**src/rtl/lsu_pkg.sv**
```systemverilog
// Shared encodings for the load/store unit: access sizes, FSM states and
// the polarity of the datamemory WR_RD strobe.
package lsu_pkg;

  localparam logic [1:0] SZ_BYTE = 2'b00;
  localparam logic [1:0] SZ_HALF = 2'b01;
  localparam logic [1:0] SZ_WORD = 2'b10;

  localparam logic MEM_READ  = 1'b1;
  localparam logic MEM_WRITE = 1'b0;

  typedef enum logic [1:0] {
    IDLE  = 2'b00,
    READ  = 2'b01,
    WRITE = 2'b10,
    RESP  = 2'b11
  } lsu_state_e;

  // Illegal size or a sub-word offset that is not naturally aligned.
  function automatic logic lsu_bad_size_align(input logic [1:0] size,
                                              input logic [1:0] off);
    logic bad;
    case (size)
      SZ_BYTE: bad = 1'b0;
      SZ_HALF: bad = off[0];
      SZ_WORD: bad = (off != 2'b00);
      default: bad = 1'b1;
    endcase
    return bad;
  endfunction

endpackage

```
**src/rtl/lsu_byte_lane.sv**
```systemverilog
// Big-endian lane steering: extracts/extends the addressed byte or halfword
// of a memory word for loads, and splices store data into that lane.
module lsu_byte_lane
  import lsu_pkg::*;
(
  input  logic [31:0] word_i,
  input  logic [1:0]  offset_i,
  input  logic [1:0]  size_i,
  input  logic        unsigned_i,
  input  logic [31:0] wdata_i,
  output logic [31:0] load_o,
  output logic [31:0] store_o
);

  logic [7:0]  lane [4];
  logic [7:0]  byte_sel;
  logic [15:0] half_sel;

  // Lane 0 is the most significant byte.
  genvar gi;
  generate
    for (gi = 0; gi < 4; gi++) begin : g_lane
      assign lane[gi] = word_i[8*(3-gi) +: 8];
    end
  endgenerate

  assign byte_sel = lane[offset_i];
  assign half_sel = offset_i[1] ? {lane[2], lane[3]} : {lane[0], lane[1]};

  always_comb begin
    load_o  = word_i;
    store_o = wdata_i;
    case (size_i)
      SZ_BYTE: begin
        load_o  = {{24{byte_sel[7] & ~unsigned_i}}, byte_sel};
        store_o = word_i;
        store_o[{~offset_i, 3'b000} +: 8] = wdata_i[7:0];
      end
      SZ_HALF: begin
        load_o  = {{16{half_sel[15] & ~unsigned_i}}, half_sel};
        store_o = word_i;
        store_o[{~offset_i[1], 4'b0000} +: 16] = wdata_i[15:0];
      end
      default: ;
    endcase
  end

endmodule

```
**src/rtl/load_store_unit.sv**
```systemverilog
// CPU-side load/store unit driving a word-only datamemory; sub-word stores
// are done as read-modify-write because the memory has no byte enables.
module load_store_unit
  import lsu_pkg::*;
#(
  parameter int ADDR_W     = 10,
  parameter int MEM_RD_LAT = 1
) (
  input  logic              clk,
  input  logic              rst,
  input  logic              req_valid,
  output logic              req_ready,
  input  logic              req_we,
  input  logic [1:0]        req_size,
  input  logic              req_unsigned,
  input  logic [31:0]       req_addr,
  input  logic [31:0]       req_wdata,
  output logic              resp_valid,
  output logic [31:0]       resp_rdata,
  output logic              resp_err,
  output logic [31:0]       mem_data_in,
  output logic [ADDR_W-1:0] mem_addr,
  output logic              mem_wr_rd,
  input  logic [31:0]       mem_data_out
);

  // READ lasts MEM_RD_LAT+1 cycles; the 2-bit counter limits latency to 0..3.
  localparam logic [1:0] LAST_CNT = 2'(MEM_RD_LAT);

  lsu_state_e        state_q;
  logic              ready_q;
  logic              resp_valid_q;
  logic              resp_err_q;
  logic [31:0]       resp_rdata_q;
  logic              wr_rd_q;
  logic [ADDR_W-1:0] addr_q;
  logic [31:0]       data_in_q;
  logic [1:0]        cnt_q;

  logic              we_q;
  logic [1:0]        size_q;
  logic              uns_q;
  logic [1:0]        off_q;
  logic [31:0]       wdata_q;

  logic              req_err_d;
  logic [31:0]       load_d;
  logic [31:0]       merge_d;

  assign req_err_d = lsu_bad_size_align(req_size, req_addr[1:0])
                   || ((req_addr >> (ADDR_W + 2)) != 32'd0);

  lsu_byte_lane u_lane (
    .word_i     (mem_data_out),
    .offset_i   (off_q),
    .size_i     (size_q),
    .unsigned_i (uns_q),
    .wdata_i    (wdata_q),
    .load_o     (load_d),
    .store_o    (merge_d)
  );

  always_ff @(posedge clk or negedge rst) begin
    if (!rst) begin
      state_q      <= IDLE;
      ready_q      <= 1'b1;
      resp_valid_q <= 1'b0;
      resp_err_q   <= 1'b0;
      resp_rdata_q <= 32'd0;
      wr_rd_q      <= MEM_READ;
      addr_q       <= '0;
      data_in_q    <= 32'd0;
      cnt_q        <= 2'd0;
      we_q         <= 1'b0;
      size_q       <= SZ_BYTE;
      uns_q        <= 1'b0;
      off_q        <= 2'd0;
      wdata_q      <= 32'd0;
    end else begin
      case (state_q)
        IDLE: begin
          if (req_valid) begin
            ready_q <= 1'b0;
            we_q    <= req_we;
            size_q  <= req_size;
            uns_q   <= req_unsigned;
            off_q   <= req_addr[1:0];
            wdata_q <= req_wdata;
            if (req_err_d) begin
              state_q      <= RESP;
              resp_valid_q <= 1'b1;
              resp_err_q   <= 1'b1;
              resp_rdata_q <= 32'd0;
            end else begin
              addr_q <= req_addr[ADDR_W+1:2];
              cnt_q  <= 2'd0;
              if (req_we && req_size == SZ_WORD) begin
                state_q   <= WRITE;
                wr_rd_q   <= MEM_WRITE;
                data_in_q <= req_wdata;
              end else begin
                state_q <= READ;
              end
            end
          end
        end
        READ: begin
          // Memory word is sampled on the edge closing the final READ cycle.
          if (cnt_q == LAST_CNT) begin
            if (we_q) begin
              state_q   <= WRITE;
              wr_rd_q   <= MEM_WRITE;
              data_in_q <= merge_d;
            end else begin
              state_q      <= RESP;
              resp_valid_q <= 1'b1;
              resp_rdata_q <= load_d;
            end
          end else begin
            cnt_q <= cnt_q + 2'd1;
          end
        end
        WRITE: begin
          state_q      <= RESP;
          wr_rd_q      <= MEM_READ;
          resp_valid_q <= 1'b1;
          resp_rdata_q <= 32'd0;
        end
        RESP: begin
          state_q      <= IDLE;
          ready_q      <= 1'b1;
          resp_valid_q <= 1'b0;
          resp_err_q   <= 1'b0;
          resp_rdata_q <= 32'd0;
        end
        default: state_q <= IDLE;
      endcase
    end
  end

  assign req_ready   = ready_q;
  assign resp_valid  = resp_valid_q;
  assign resp_rdata  = resp_rdata_q;
  assign resp_err    = resp_err_q;
  assign mem_wr_rd   = wr_rd_q;
  assign mem_addr    = addr_q;
  assign mem_data_in = data_in_q;

endmodule

```
**config.mk**
```make
export PLATFORM = sky130hd
export DESIGN_NAME = load_store_unit
export DESIGN_NICKNAME = d
export VERILOG_FILES = /design/src/rtl/lsu_pkg.sv /design/src/rtl/lsu_byte_lane.sv /design/src/rtl/load_store_unit.sv
export SDC_FILE = /design/constraint.sdc
export NUM_CORES = 1
export LEC_CHECK = 0
export ABC_AREA = 1
export CAP_MARGIN = 20
export CORE_MARGIN = 2
export CORE_UTILIZATION = 35
export CTS_CLUSTER_SIZE = 30
export DETAILED_ROUTE_END_ITERATION = 8
export MAX_ROUTING_LAYER = met4
export PLACE_DENSITY = 0.58
export SYNTH_ARGS = -nofsm -noshare
export SYNTH_HDL_FRONTEND = slang
export SYNTH_HIERARCHICAL = 1
export SYNTH_SLANG_ARGS = --single-unit
```
**constraint.sdc**
```tcl
create_clock -name clk -period 2.2 [get_ports clk]
set_clock_uncertainty 0.15 [all_clocks]
set_input_delay 0.22 -clock clk [delete_from_list [all_inputs] [get_ports clk]]
set_output_delay 0.22 -clock clk [all_outputs]
set_load 0.05 [all_outputs]
```
==> results.json, run 1 <==
{
  "rrSetupSlack_ps": 90,
  "nNetsFinal": 1409,
  "diodes": 0,
  "cts_buffer_depth": 2,
  "fin_util_pct": 50.0,
  "dieArea_um2": 22300,
  "yosysSeqAreaShare_pct": 40.7,
  "syn_inst": 1108,
  "worst_pin_slew_ps": 595,
  "ant_nets": 0,
  "fp.dieW_um": 149,
  "path_class": "flip-flop to primary output",
  "outcome": "finished, final reports clean",
  "grt_pass1_vias": 7716,
  "r2r_cells": 11,
  "crit_arrival_ps": 1770,
  "rsz0062_at_grt": "true",
  "dpl.hpwl_um": 19700,
  "placed_cell_area_um2": 9670,
  "overflow": 0,
  "vias_per_cell": 5.00,
  "track_usage_pct": 25.5,
  "multiInputGateArea_um2": 3770,
  "dp_cells": 1546,
  "min_period_ps": 2140,
  "io_buffers": 180,
  "insertion_delay_ps": 430,
  "netlist_area_um2": 7390,
  "cts.reportedPaths.clkPinSlew_ps": 60,
  "antenna_found_initial": 0,
  "grt_pass1_wl_um": 42400,
  "place_ws_ps": -17.7,
  "rr_startpoint": "state_q[0]",
  "pin_count": 181,
  "seqCellArea_um2": 3010,
  "path_buf_inv": 1,
  "coreArea_um2": 20900,
  "gp_congestion": 0.935,
  "drc": 0,
  "slowest_delay_ps": 800,
  "fill_cells": 2149,
  "drv_cap": 0,
  "crit_chain": "clkdlybuf4s50_1",
  "cp-startpoint": "mem_wr_rd",
  "fin_tns_setup_ps": 0,
  "setup_viol": 0,
  "fp.dieH_um": 149,
  "p_total_mw": 16.9,
  "synth_nets": 1221,
  "relSlewSlack_pct": 60.3,
  "h-tree-depth": 4,
  "cp_max_fo": 2,
  "maxSlewViolCount": 0,
  "synth_cell_type_count": 31,
  "finalHoldViolations": 0,
  "cp_data_required_time_ps": 1830,
  "syn_to_final_growth_pct": 41.3,
  "grt_max_degree": 66,
  "ys_ff_latch": 120,
  "totalWireLength_um": 27000,
  "firstDrtPassIters": 7,
  "cts-buffers-inserted": 17,
  "worst_slack_ps": 59.8,
  "design_area_um2": 10400,
  "avgSynthCellArea_um2": 6.67,
  "end_kind": "primary output",
  "slowest_stage": "clkdlybuf4s50_1",
  "hold_path.class": "input pin to async pin",
  "drive_gt1_share_pct": 9.01,
  "path_delay_family": "buffers and inverters",
  "layout_worst_path_cycle_share_pct": 97.3,
  "initial_core_util_pct": 35.4,
  "p_per_area_nw_per_um2": 1620,
  "cp.depth": 1,
  "start_kind": "flip-flop",
  "fin_cells": 1584,
  "vias": 7926,
  "setup.worst_path.end": "mem_wr_rd",
  "fmax_ghz": 0.467,
  "cts-root-buf": "clkbuf_16",
  "rows": 53,
  "cts_tree": "yes",
  "ys.warnings.count": 6,
  "numClockSinks": 120,
  "timing.rr.end": "mem_data_in[9]",
  "p_leak_nw": 5.23,
  "peakVddDrop_uv": 626,
  "hold_ws_ps": 12.7,
  "drt_iter0_drc": 598,
  "wl_per_cell_um": 17.0
}
cells in the mapped netlist, drive strengths merged:
| library cell | instances | area share, % |
|---|---|---|
| a22o | 1 | 0.12 |
| inv | 92 | 4.7 |
| ha | 10 | 1.7 |
| o211ai | 1 | 0.10 |
| nand2 | 481 | 25 |
| clkbuf | 31 | 1.6 |
| buf | 32 | 2.8 |
| nand3 | 39 | 2.9 |
| dfstp | 2 | 0.71 |
| nand4 | 70 | 5.9 |
| a21oi | 19 | 1.5 |
| a31oi | 1 | 0.085 |
| a22oi | 1 | 0.10 |
| nor2 | 78 | 4.2 |
| clkinv | 4 | 0.22 |
| o21ai | 128 | 8.7 |
| dfrtp | 118 | 40 |
metal layers:
layer	track usage [%]	wire length, µm
met4	8.52	648
met3	3.85	1550
met5	-	0
met1	34.9	12400
met2	38.8	12400
flip-flops by register name (all words and copies together) (netlist names), 2 cells and up:
signal	cells
mem_addr	10
size_q	2
off_q	2
cnt_q	2
state_q	2
mem_data_in	32
resp_rdata	32
wdata_q	32
cell families (layout without fill, tap and decap cells):
group	after synthesis	in the layout	share of synthesized area (%)
buffers and inverters	159	358	9.30
flip-flops	120	120	40.7
AO/OA/AOI/OAI	151	151	10.6
adder cells (fa/ha/maj)	10	10	1.69
AND/OR/NAND/NOR	668	670	37.7
worst reg2reg max path, stage by stage (launching register included):
cell	delay (ps)
dfrtp_1	410
inv_1	90
ha_2	230
buf_4	160
nand2_1	80
nand2_2	100
a21oi_4	180
buf_4	200
nand3_4	90
buf_12	200
nand2_1	60
nand2_1	50
worst min-delay path by stage:
stage          slack, ps            end  start  cells after the start
5_1_grt               40  resp_rdata[5]    rst                      2
3_5_place_dp         -90  resp_rdata[5]    rst                      1
4_1_cts                1  resp_rdata[5]    rst                      2
6_report              10  resp_rdata[5]    rst                      2
2_1_floorplan       -230       cnt_q[0]    rst                      0
3_3_place_gp         -90  resp_rdata[6]    rst                      1
area by class of cell:
type	instances	share of cell area, %
Timing Repair Buffer	230	22.1
Sequential cell	120	28.8
Inverter	96	3.46
Clock inverter	14	2.00
Clock buffer	18	4.21
Multi-Input combinational cell	831	36.1
Tap cell	275	3.30
placed cells by master, fill, tap and decap left out, drive strengths merged:
cell type	n
dfstp	2
dlygate4sd3	1
clkdlybuf4s50	179
clkinv	6
bufinv	4
o211ai	1
nand4	70
a22oi	1
a22o	1
dfrtp	118
a21oi	19
nand2	481
a31oi	1
clkinvlp	1
clkbuf	18
nand3	41
nor2	78
ha	10
buf	50
inv	99
o21ai	128
report_power, final:
part           leakage (nW)  internal (mW)  switching (mW)  total (mW)
sequential             1.55           3.13           0.595        3.72
clock                 0.315           1.96            1.15        3.11
combinational          3.36           3.29            6.76        10.0
total                  5.23           8.37            8.51        16.9
timing repair:
action | CTS | global route
hold buffers | 1 | 0
cloned | 1 | 1
pin swaps | 0 | 2
endpoints found under the setup margin | 28 | 56
hold endpoints to repair | 118 | 0
setup buffers | 0 | 3
resized for setup | 1 | 16
(Power assumes the default switching activity.)
==> run 2, diff against run 1 <==
--- a/config.mk
+++ b/config.mk
@@ -6,7 +6,6 @@
 export NUM_CORES = 1
 export LEC_CHECK = 0
 export ABC_AREA = 1
-export CAP_MARGIN = 20
 export CORE_MARGIN = 2
 export CORE_UTILIZATION = 35
 export CTS_CLUSTER_SIZE = 30
==> results of run 2 <==
No change in the layout: final DEF, timing and power equal those of run 1.
==> run 3, diff against run 2 <==
--- a/config.mk
+++ b/config.mk
@@ -7,12 +7,13 @@
 export LEC_CHECK = 0
 export ABC_AREA = 1
 export CORE_MARGIN = 2
-export CORE_UTILIZATION = 35
+export CORE_UTILIZATION = 30
 export CTS_CLUSTER_SIZE = 30
 export DETAILED_ROUTE_END_ITERATION = 8
 export MAX_ROUTING_LAYER = met4
-export PLACE_DENSITY = 0.58
+export PLACE_DENSITY = 0.51
 export SYNTH_ARGS = -nofsm -noshare
 export SYNTH_HDL_FRONTEND = slang
 export SYNTH_HIERARCHICAL = 1
 export SYNTH_SLANG_ARGS = --single-unit
+export TNS_END_PERCENT = 20
==> run 3 against run 2 <==
Routed wire length rose by 5.6%; clock power fell by 14%; critical path depth did not move; power fell by 2.1%; sequential share of layout area fell by 0.18 points; non-clock buffer count rose by 9; highest routed layer unchanged; via count barely moved; clock-buffer cell count did not move; final area rose by 0.59%; die area rose by 16%; sequential power barely moved; largest power group unchanged.
==> results.json, run 3 (synthesis gave the netlist of run 1 again) <==
{
  "outcome": "finished, final reports clean",
  "p_comb_share_pct": 61.2,
  "p_total_mw": 16.5,
  "layout_worst_path_cycle_share_pct": 98.0,
  "wl_per_cell_um": 17.4,
  "antenna_found_initial": 0,
  "peakVddDrop_uv": 742,
  "drt_iter0_drc": 620,
  "final_cell_mix": "472 x nand2_1, 178 x clkdlybuf4s50_1, 122 x o21ai_0",
  "nNetsFinal": 1416,
  "design_area_um2": 10500,
  "min_period_ps": 2160,
  "fp.dieW_um": 161,
  "use_met2_pct": 35.2,
  "busiest_layer": "met2",
  "path_delay_family": "buffers and inverters",
  "fin_tns_setup_ps": 0,
  "start_kind": "flip-flop",
  "track_usage_pct": 23.3,
  "swShare_pct": 51.4,
  "pin_count": 181,
  "grt_pass1_vias": 8032,
  "syn_to_final_growth_pct": 42.1,
  "seqPwrFrac_pct": 22.7,
  "seqCellArea_um2": 3010,
  "grt_max_degree": 63,
  "h-tree-depth": 4,
  "fmax_ghz": 0.464,
  "cp_data_required_time_ps": 1830,
  "cts.reportedPaths.clkPinSlew_ps": 60,
  "gp_congestion": 0.948,
  "fp.dieH_um": 161,
  "fin_util_pct": 43.3,
  "rows": 57,
  "cp_max_fo": 2,
  "fill_cells": 2582,
  "firstDrtPassIters": 6,
  "slowest_stage": "clkdlybuf4s50_1",
  "vias_per_cell": 4.83,
  "p_per_area_nw_per_um2": 1570,
  "use_met1_pct": 32.2,
  "end_kind": "primary output",
  "relSlewSlack_pct": 63.2,
  "dieArea_um2": 25900,
  "cts-buffers-inserted": 17,
  "grt_pass1_wl_um": 45300,
  "finalHoldViolations": 0,
  "placed_cell_area_um2": 9900,
  "path_class": "flip-flop to primary output",
  "drv_cap": 0,
  "gr-usage-met3_pct": 4.42,
  "rsz0062_at_grt": "false",
  "totalWireLength_um": 28500,
  "slowest_delay_ps": 820,
  "vias": 7922,
  "cts_tree": "yes",
  "power.net_switching_mw": 8.50,
  "cts_buffer_depth": 2,
  "multiInputGateArea_um2": 3730,
  "io_buffers": 180,
  "drive_gt1_share_pct": 9.42,
  "internal_power_mw": 8.03,
  "final_common_cell": "nand2_1",
  "diodes": 0,
  "dpl.hpwl_um": 21400,
  "p_leak_nw": 5.26,
  "numClockSinks": 120,
  "crit_arrival_ps": 1790,
  "cts-root-buf": "clkbuf_16",
  "path_buf_inv": 1,
  "worst_pin_slew_ps": 549,
  "overflow": 0,
  "ant_nets": 0,
  "crit_chain": "clkdlybuf4s50_1",
  "coreArea_um2": 24200,
  "p_clk_share_pct": 16.1,
  "drc": 0,
  "setup_viol": 0,
  "hold_path.class": "input pin to async pin",
  "fin_cells": 1640,
  "dp_cells": 1607,
  "maxSlewViolCount": 0,
  "initial_core_util_pct": 30.5,
  "insertion_delay_ps": 430
}
-- run 3: final timing paths --
kind,from,endpoint,slack [ps],cells after the start
min reg2reg,resp_rdata[30],resp_rdata[30],320,2
min in group clk,req_addr[8],mem_addr[6],170,3
min,rst,resp_rdata[1],100,2
max,req_ready,req_ready,40,1
max in group asynchronous,rst,mem_wr_rd,1160,3
max reg2reg,off_q[1],mem_data_in[16],130,12
-- run 3: metrics by stage --
stage,worst slack (ps),hold WS [ps]
after global placement,45.2,-2.54
after CTS,7.87,99.5
after floorplan,155,-226
after detailed placement,38.7,0.939
final,43.0,103
after global routing,1.70,119
-- run 3: final cells by class --
type	count	share of cell area (%)
clock buffers	18	4.18
clock inverters	14	1.08
inverters	96	3.44
multi-input cells	829	35.6
flip-flops and latches	120	28.6
well taps	324	3.86
repair buffers	239	23.2
-- run 3: timing repair --
action                                  CTS  global route
resized for setup                         0            13
endpoints found under the hold margin   118             0
setup buffers                             0             0
endpoints found under the setup margin    0            55
hold buffers                              1             0
-- run 3: per-layer routing --
metal / vias to the layer above / routed length [µm]
met4: 0 / 469
met2: 289 / 12900
met5: - / 0
li1: 3933 / -
met3: 30 / 1510
met1: 3670 / 13600
-- run 3: power by group through the flow --
| stage | clock network (mW) | logic (mW) | registers, mW |
|---|---|---|---|
| 2_1_floorplan | 0 | 4.59 | 5.49 |
| 3_3_place_gp | 0 | 10.1 | 3.77 |
| 3_5_place_dp | 0 | 10.1 | 3.76 |
| 4_1_cts | 2.72 | 10.1 | 3.75 |
| 5_1_grt | 2.84 | 11.1 | 3.87 |
| 6_report | 2.66 | 10.1 | 3.75 |
